===== src/rtl/pw_feeder.sv =====
`default_nettype none
// pw_feeder: packs weight/activation byte streams little-endian into MAC_IN_NUM-byte words
// and sequences one layer as MAC_OUT_NUM weight words followed by pix_num activation words.
module pw_feeder #(
   parameter int MAC_IN_NUM   = 10,
   parameter int MAC_OUT_NUM  = 16,
   parameter int DATA_WIDTH   = 8,
   parameter int CNT_WIDTH    = 10,
   parameter int MAC_IN_WIDTH = MAC_IN_NUM*DATA_WIDTH
) (
   input  logic                    clk,
   input  logic                    rst,
   input  logic                    start,
   input  logic [CNT_WIDTH-1:0]    pix_num,
   input  logic                    pw_stall,
   input  logic [DATA_WIDTH-1:0]   w_data,
   input  logic                    w_valid,
   output logic                    w_ready,
   input  logic [DATA_WIDTH-1:0]   a_data,
   input  logic                    a_valid,
   output logic                    a_ready,
   output logic [MAC_IN_WIDTH-1:0] fifo_rpram,
   output logic                    fifo_rpe,
   output logic [MAC_IN_WIDTH-1:0] fifo_rdata,
   output logic                    fifo_rde,
   output logic                    busy,
   output logic                    done
);

   localparam int BCW = (MAC_IN_NUM > 1) ? $clog2(MAC_IN_NUM) : 1;
   localparam logic [BCW-1:0]       LAST_BYTE  = BCW'(MAC_IN_NUM - 1);
   localparam logic [CNT_WIDTH-1:0] LAST_WWORD = CNT_WIDTH'(MAC_OUT_NUM - 1);

   typedef enum logic [1:0] {
      IDLE   = 2'd0,
      LOAD_W = 2'd1,
      RUN    = 2'd2,
      DONE   = 2'd3
   } state_t;

   state_t                  state;
   state_t                  state_nxt;
   logic [CNT_WIDTH-1:0]    pix_lat;
   logic [CNT_WIDTH-1:0]    word_cnt;
   logic [BCW-1:0]          byte_cnt;
   logic [MAC_IN_WIDTH-1:0] pack;

   logic                    w_acc;
   logic                    a_acc;
   logic                    acc;
   logic                    word_end;
   logic                    last_w;
   logic                    last_a;
   logic [DATA_WIDTH-1:0]   byte_in;
   logic [MAC_IN_WIDTH-1:0] word_nxt;

   // Only one stream can be accepted at a time, so both share the pack register.
   assign w_acc    = w_valid & w_ready;
   assign a_acc    = a_valid & a_ready;
   assign acc      = w_acc | a_acc;
   assign byte_in  = w_acc ? w_data : a_data;
   assign word_end = acc && (byte_cnt == LAST_BYTE);
   assign last_w   = (word_cnt == LAST_WWORD);
   assign last_a   = (word_cnt == (pix_lat - CNT_WIDTH'(1)));
   assign word_nxt = {byte_in, pack[MAC_IN_WIDTH-1:DATA_WIDTH]};

   always_ff @(posedge clk or posedge rst) begin
      if (rst) begin
         state <= IDLE;
      end else begin
         state <= state_nxt;
      end
   end

   always_comb begin
      state_nxt = state;
      w_ready   = 1'b0;
      a_ready   = 1'b0;
      busy      = 1'b1;
      done      = 1'b0;
      case (state)
         IDLE: begin
            busy = 1'b0;
            if (start) begin
               state_nxt = LOAD_W;
            end
         end
         LOAD_W: begin
            w_ready = ~pw_stall;
            if (w_acc && word_end && last_w) begin
               state_nxt = (pix_lat == '0) ? DONE : RUN;
            end
         end
         RUN: begin
            a_ready = ~pw_stall;
            if (a_acc && word_end && last_a) begin
               state_nxt = DONE;
            end
         end
         DONE: begin
            done      = 1'b1;
            state_nxt = IDLE;
         end
         default: begin
            state_nxt = IDLE;
         end
      endcase
   end

   // Bytes shift in from the top, so after MAC_IN_NUM bytes the first one sits in [7:0].
   always_ff @(posedge clk or posedge rst) begin
      if (rst) begin
         pix_lat    <= '0;
         word_cnt   <= '0;
         byte_cnt   <= '0;
         pack       <= '0;
         fifo_rpram <= '0;
         fifo_rdata <= '0;
         fifo_rpe   <= 1'b0;
         fifo_rde   <= 1'b0;
      end else begin
         fifo_rpe <= 1'b0;
         fifo_rde <= 1'b0;
         if ((state == IDLE) && start) begin
            pix_lat  <= pix_num;
            word_cnt <= '0;
            byte_cnt <= '0;
            pack     <= '0;
         end else if (acc) begin
            pack <= word_nxt;
            if (word_end) begin
               byte_cnt <= '0;
               if (w_acc) begin
                  fifo_rpram <= word_nxt;
                  fifo_rpe   <= 1'b1;
                  word_cnt   <= last_w ? '0 : (word_cnt + CNT_WIDTH'(1));
               end else begin
                  fifo_rdata <= word_nxt;
                  fifo_rde   <= 1'b1;
                  word_cnt   <= word_cnt + CNT_WIDTH'(1);
               end
            end else begin
               byte_cnt <= byte_cnt + BCW'(1);
            end
         end
      end
   end

endmodule
`default_nettype wire


===== config.mk =====
export PLATFORM = sky130hd
export DESIGN_NAME = pw_feeder
export DESIGN_NICKNAME = d
export VERILOG_FILES = /design/src/rtl/pw_feeder.sv
export SDC_FILE = /design/constraint.sdc
export NUM_CORES = 1
export LEC_CHECK = 0
export CAP_MARGIN = 30
export CORE_AREA = 2 2 181 254
export DETAILED_ROUTE_END_ITERATION = 10
export DIE_AREA = 0 0 183 256
export PLACE_DENSITY = 0.52
export SYNTH_ARGS = -nofsm -noshare
export SYNTH_HDL_FRONTEND = slang
export SYNTH_SLANG_ARGS = --single-unit

===== constraint.sdc =====
create_clock -name clk -period 14.1 [get_ports clk]
set_clock_uncertainty 0.05 [all_clocks]
set_input_delay 3.525 -clock clk [delete_from_list [all_inputs] [get_ports clk]]
set_output_delay 3.525 -clock clk [all_outputs]
set_load 0.05 [all_outputs]

**Yosys cells after proc, flatten, opt, wreduce, memory -nomap -nowiden**

Cells that the tools add are included.

- Add/sub/neg operators: 3
- Equal/unequal tests: 9
- Multiplexer cells: 28
- Bitwise gates (word level): 6
- Reduce and logical (&&, ||, !) cells: 14

Operator list:

| operator | count |
|---|---|
| 2-to-1 mux 80 bit | 2 |
| 2-to-1 mux 10 bit | 5 |
| 2-to-1 mux 1 bit | 13 |
| 2-to-1 mux 4 bit | 3 |
| adder 10 x 1 -> 10 bit (second input constant) | 1 |
| == test 10 bit | 1 |
| == test 10 x 4 -> 1 bit (second input constant) | 1 |
| logical NOT 10 bit | 1 |
| subtractor 10 x 1 -> 10 bit (second input constant) | 1 |
| 2-to-1 mux 8 bit | 1 |
| one-hot mux 2 bit (4 select lines) | 1 |
| AND reduction 4 bit | 2 |
| logical AND 1 bit | 6 |
| 2-to-1 mux 2 bit | 3 |
| inequality test 2 bit (second input constant) | 3 |
| adder 4 x 1 -> 4 bit (second input constant) | 1 |
| == test 2 bit (second input constant) | 2 |
| == test 4 bit (second input constant) | 1 |
| nonzero test 2 bit | 2 |
| NOT 1 bit | 3 |
| AND reduction 3 bit | 1 |
| AND 1 bit | 2 |
| == test 2 x 1 -> 1 bit (second input constant) | 1 |
| logical NOT 2 bit | 1 |
| 2 further kinds | 2 |

- Register bits after elaboration: 268
- Bits of input ports: 32
- Output and inout bits: 166
- Word-level logic and storage cells: 69

**Logic depth before layout (Yosys ltp)**

- Word-level depth: 9
- Depth in mapped cells: 10
- Mapped depth without buffers: 9

**Worst setup path before layout**

OpenSTA, ideal clock, no wires.

- Path kind: input to output
- Start: in pw_stall
- End: out a_ready
- Arrival: 4234 ps
- Setup slack: 6291 ps
- Stages: 1
- Buffers on the path: 0
- Path through: nor2b_1

- Longest elaborated chain between the ends: 2

RTL lines:

| item | RTL line | RTL |
|---|---|---|
| start: declaration | 15 | `input logic pw_stall,` |
| NOT 1 bit | 95 | `a_ready = ~pw_stall;` |
| 2-to-1 mux 1 bit | 81 | `case (state)` |
| end: declaration | 21 | `output logic a_ready,` |

Every way passes these cells.

**Final worst setup path**

- Start: in pw_stall
- End: out w_ready

- Longest elaborated chain between the ends: 2

RTL lines:

| item | RTL line | RTL |
|---|---|---|
| NOT 1 bit | 89 | `w_ready = ~pw_stall;` |
| 2-to-1 mux 1 bit | 81 |  |
| end: declaration | 18 | `output logic w_ready,` |

Every way passes these cells.

==> flow_metrics.tcl <==
set metrics [dict create \
    clock_latency_ps 560 \
    routedWlPerCell_um 16.9 \
    synth_edf_count 0 \
    antenna_cells 0 \
    gp_congestion 0.770 \
    fp.coreArea_sq_um 44700 \
    synth_cell_types 45 \
    max_slew_margin 0.300 \
    swShare 0.304 \
    numCtsBuffers 28 \
    drt-vias-per-instance 4.38 \
    syn2layout_area_growth_pct 33.3 \
    yosys_most_used_dff "dfrtp_1" \
    die_w_um 183 \
    synth_seq_cells 260 \
    final_util 0.316 \
    clk_pin_slew_ps 60 \
    status "finished clean" \
    cp_max_fo 6 \
    cts_max_level 1 \
    cap_violations 0 \
    cts-root-buf "clkbuf_16" \
    peakVddDrop_v 0.0000776 \
    min_path_type "reg2reg" \
    drc 0 \
    dp_hpwl_um 19600 \
    synth_seq_area_share 0.615 \
    synth_top_cell_by_area "dfrtp_1" \
    worstSetupPathType "in2out" \
    nFillCells 4592 \
    io_pins 198 \
    die_area_sq_um 46800 \
    initial_utilization 0.237 \
    cp-endpoint "w_ready" \
    cp-start-kind "input port" \
    crit_chain "clkdlybuf4s50_1 > nor2_1 > clkdlybuf4s50_1" \
    synth_common_cells "378 x nand2_1, 260 x dfrtp_1, 89 x mux2_2" \
    synth-xor-area-share 0.00994 \
    final_nets 1234 \
    end_kind "output pin" \
    crit_top_cell "clkdlybuf4s50_1" \
    wirelength_um 30000 \
    combPwrFrac 0.156 \
    hold_buffers 0 \
    synth_top_family_by_area "simple AND/OR/NAND/NOR gates" \
    drtAntennaViolNets 0 \
    gr-total-overflow 0 \
    drive_gt1_frac 0.129 \
    stdcell_area_sq_um 14100 \
    drt_iter0_markers 399 \
    synth_nets 1052 \
    synth_most_common_cell "nand2_1" \
    finalCritPeriodShare 0.623 \
    post-cts-setup-buffer-count 0 \
    muxShareOfSynthArea 0.103 \
    synth_cells 1011 \
    min_from "fifo_rdata[30]$_DFFE_PP0P_" \
    track_usage 0.128 \
    cp.arrival_ps 5220 \
    synthesis.area_sq_um 10600 \
    p_int_uw 1340 \
    cts_tree "done" \
    worstMarginPinSlew_ps 1040 \
    rows 92 \
    grt_start_max_net_pins 114 \
    worstRegToRegCells 10 \
    synth_fa_ha_area_frac 0.0106 \
    crit_start "pw_stall" \
    async_reset_ff_frac 1.00 \
    first_global_vias 7946 \
    die_h_um 256 \
    min_period_ps 8790 \
    cts.sinks 260 \
    cp.required_ps 10520 \
    yosys.area_share.simple 0.173 \
    finalSetupViolCount 0 \
    p_per_area_nw_per_um2 137 \
    clock_path_buffers 3 \
    synth_area_per_cell_sq_um 10.5 \
    io_buffers 197 \
    slew_viol_final 0 \
    placed_area_sq_um 13200 \
    synth_top_cell_area_share 0.615 \
    num_vias 7784 \
    grt_pass1_wl_um 47400 \
    rsz0062_at_grt "no" \
    fmax_mhz 114 \
    switching_power_uw 587 \
    r2r-end "fifo_rdata[2]$_DFFE_PP0P_" \
    r2r-start "state[1]$_DFFE_PP0P_" \
    antenna_found_initial 0 \
    synth_compound_area_frac 0.0632 \
    clkPwrFrac 0.383 \
    r2r_slack_ps 10170 \
    power.leakage_uw 0.00654 \
    tns_ps 0 \
    pwr-share-seq 0.461 \
    synth_warnings 0 \
    finalHoldViolations 0 \
    drtPass1Iterations 5 \
    ys_top_cells_by_area "dfrtp_1 62%, nand2_1 13%, mux2_2 9.5%" \
    post_cts_resized 0 \
    slowest_stage "clkdlybuf4s50_1" \
    critPathMaxStageDelay_ps 850 \
]
-- how the worst min path moves through the flow --
stage	endpoint	slack, ps	cells past startpoint
floorplan	fifo_rdata[0]$_DFFE_PP0P_	410	2
global placement	fifo_rdata[24]$_DFFE_PP0P_	410	2
detailed placement	fifo_rdata[66]$_DFFE_PP0P_	410	2
CTS	fifo_rdata[44]$_DFFE_PP0P_	430	2
global route	fifo_rdata[30]$_DFFE_PP0P_	440	2
finish	fifo_rdata[30]$_DFFE_PP0P_	420	2
-- power by group through the flow --
stage / clock, uW / sequential (uW) / combinational (uW)
6_report: 740 / 889 / 301
3_5_place_dp: 0 / 905 / 308
2_1_floorplan: 0 / 865 / 227
3_3_place_gp: 0 / 902 / 298
5_1_grt: 794 / 900 / 340
4_1_cts: 767 / 891 / 309
-- stage by stage --
step / total power (uW) / std cells / hold slack (ps) / setup WS (ps)
after global routing: 2030 / 1776 / 442 / 5210
after detailed placement: 1210 / 1726 / 412 / 5230
after CTS: 1970 / 1775 / 427 / 5230
after floorplan: 1090 / 1011 / 405 / 3370
final: 1930 / 1776 / 420 / 5310
after global placement: 1200 / 1725 / 409 / 5250
-- registers in the layout, indices dropped and copies added, names as in the netlist --
signal / flops
byte_cnt: 4
fifo_rde: 1
fifo_rdata: 80
fifo_rpram: 80
pix_lat: 10
word_cnt: 10
fifo_rpe: 1
state: 2
pack: 72
-- worst max-delay path: cells and delay by family --
family	cells	cell delay (ps)
buffers and inverters	2	1430
and+or+nand+nor	1	260
-- logic make-up after synthesis --
kind of cell,count (synthesis)
AO/OA/AOI/OAI,113
adder cells (fa/ha/maj),9
buffers and inverters,68
XOR/XNOR,12
AND/OR/NAND/NOR,451
multiplexers,98
flip-flops,260
-- layout by cell type (no fill, tap or decap), types with 2 or more instances in the layout --
master           count
a211oi_1            10
nor2_1              27
nand2_1            378
nor2b_1              4
nand3_1              3
buf_16               2
clkbuf_16           28
clkbuf_1             6
clkinv_4             2
mux2i_1              9
inv_1               10
ha_1                 9
or3_1                6
dfrtp_1            260
a22oi_1              3
nor3_1               8
xor2_1               6
buf_4                9
bufinv_16            2
clkbuf_8             5
a21oi_1             76
xnor2_1              6
nand2b_1             3
mux2_2              89
nand4_1              4
clkdlybuf4s50_1    197
o31ai_1              2
o21ai_0             12
clkinv_2             6
nand3b_1             5
-- layer usage --
metal  part of all wire  track usage  vias up
met1               0.41        0.156     3881
met4              0.021       0.0353        0
met5                  0            0        -
li1                   -            -     3688
met3              0.046       0.0194       39
met2               0.52        0.232      176
-- cell type report --
class / count / area [sq um] / share of cell area
clock inverters: 10 / 119 / 0.00843
well taps: 564 / 706 / 0.0501
multi-input cells: 683 / 3820 / 0.271
clock buffers: 39 / 792 / 0.0562
inverters: 12 / 53.8 / 0.00382
repair buffers: 208 / 2090 / 0.149
flip-flops and latches: 260 / 6510 / 0.462
No activity file was read; power rests on OpenSTA's default activity.
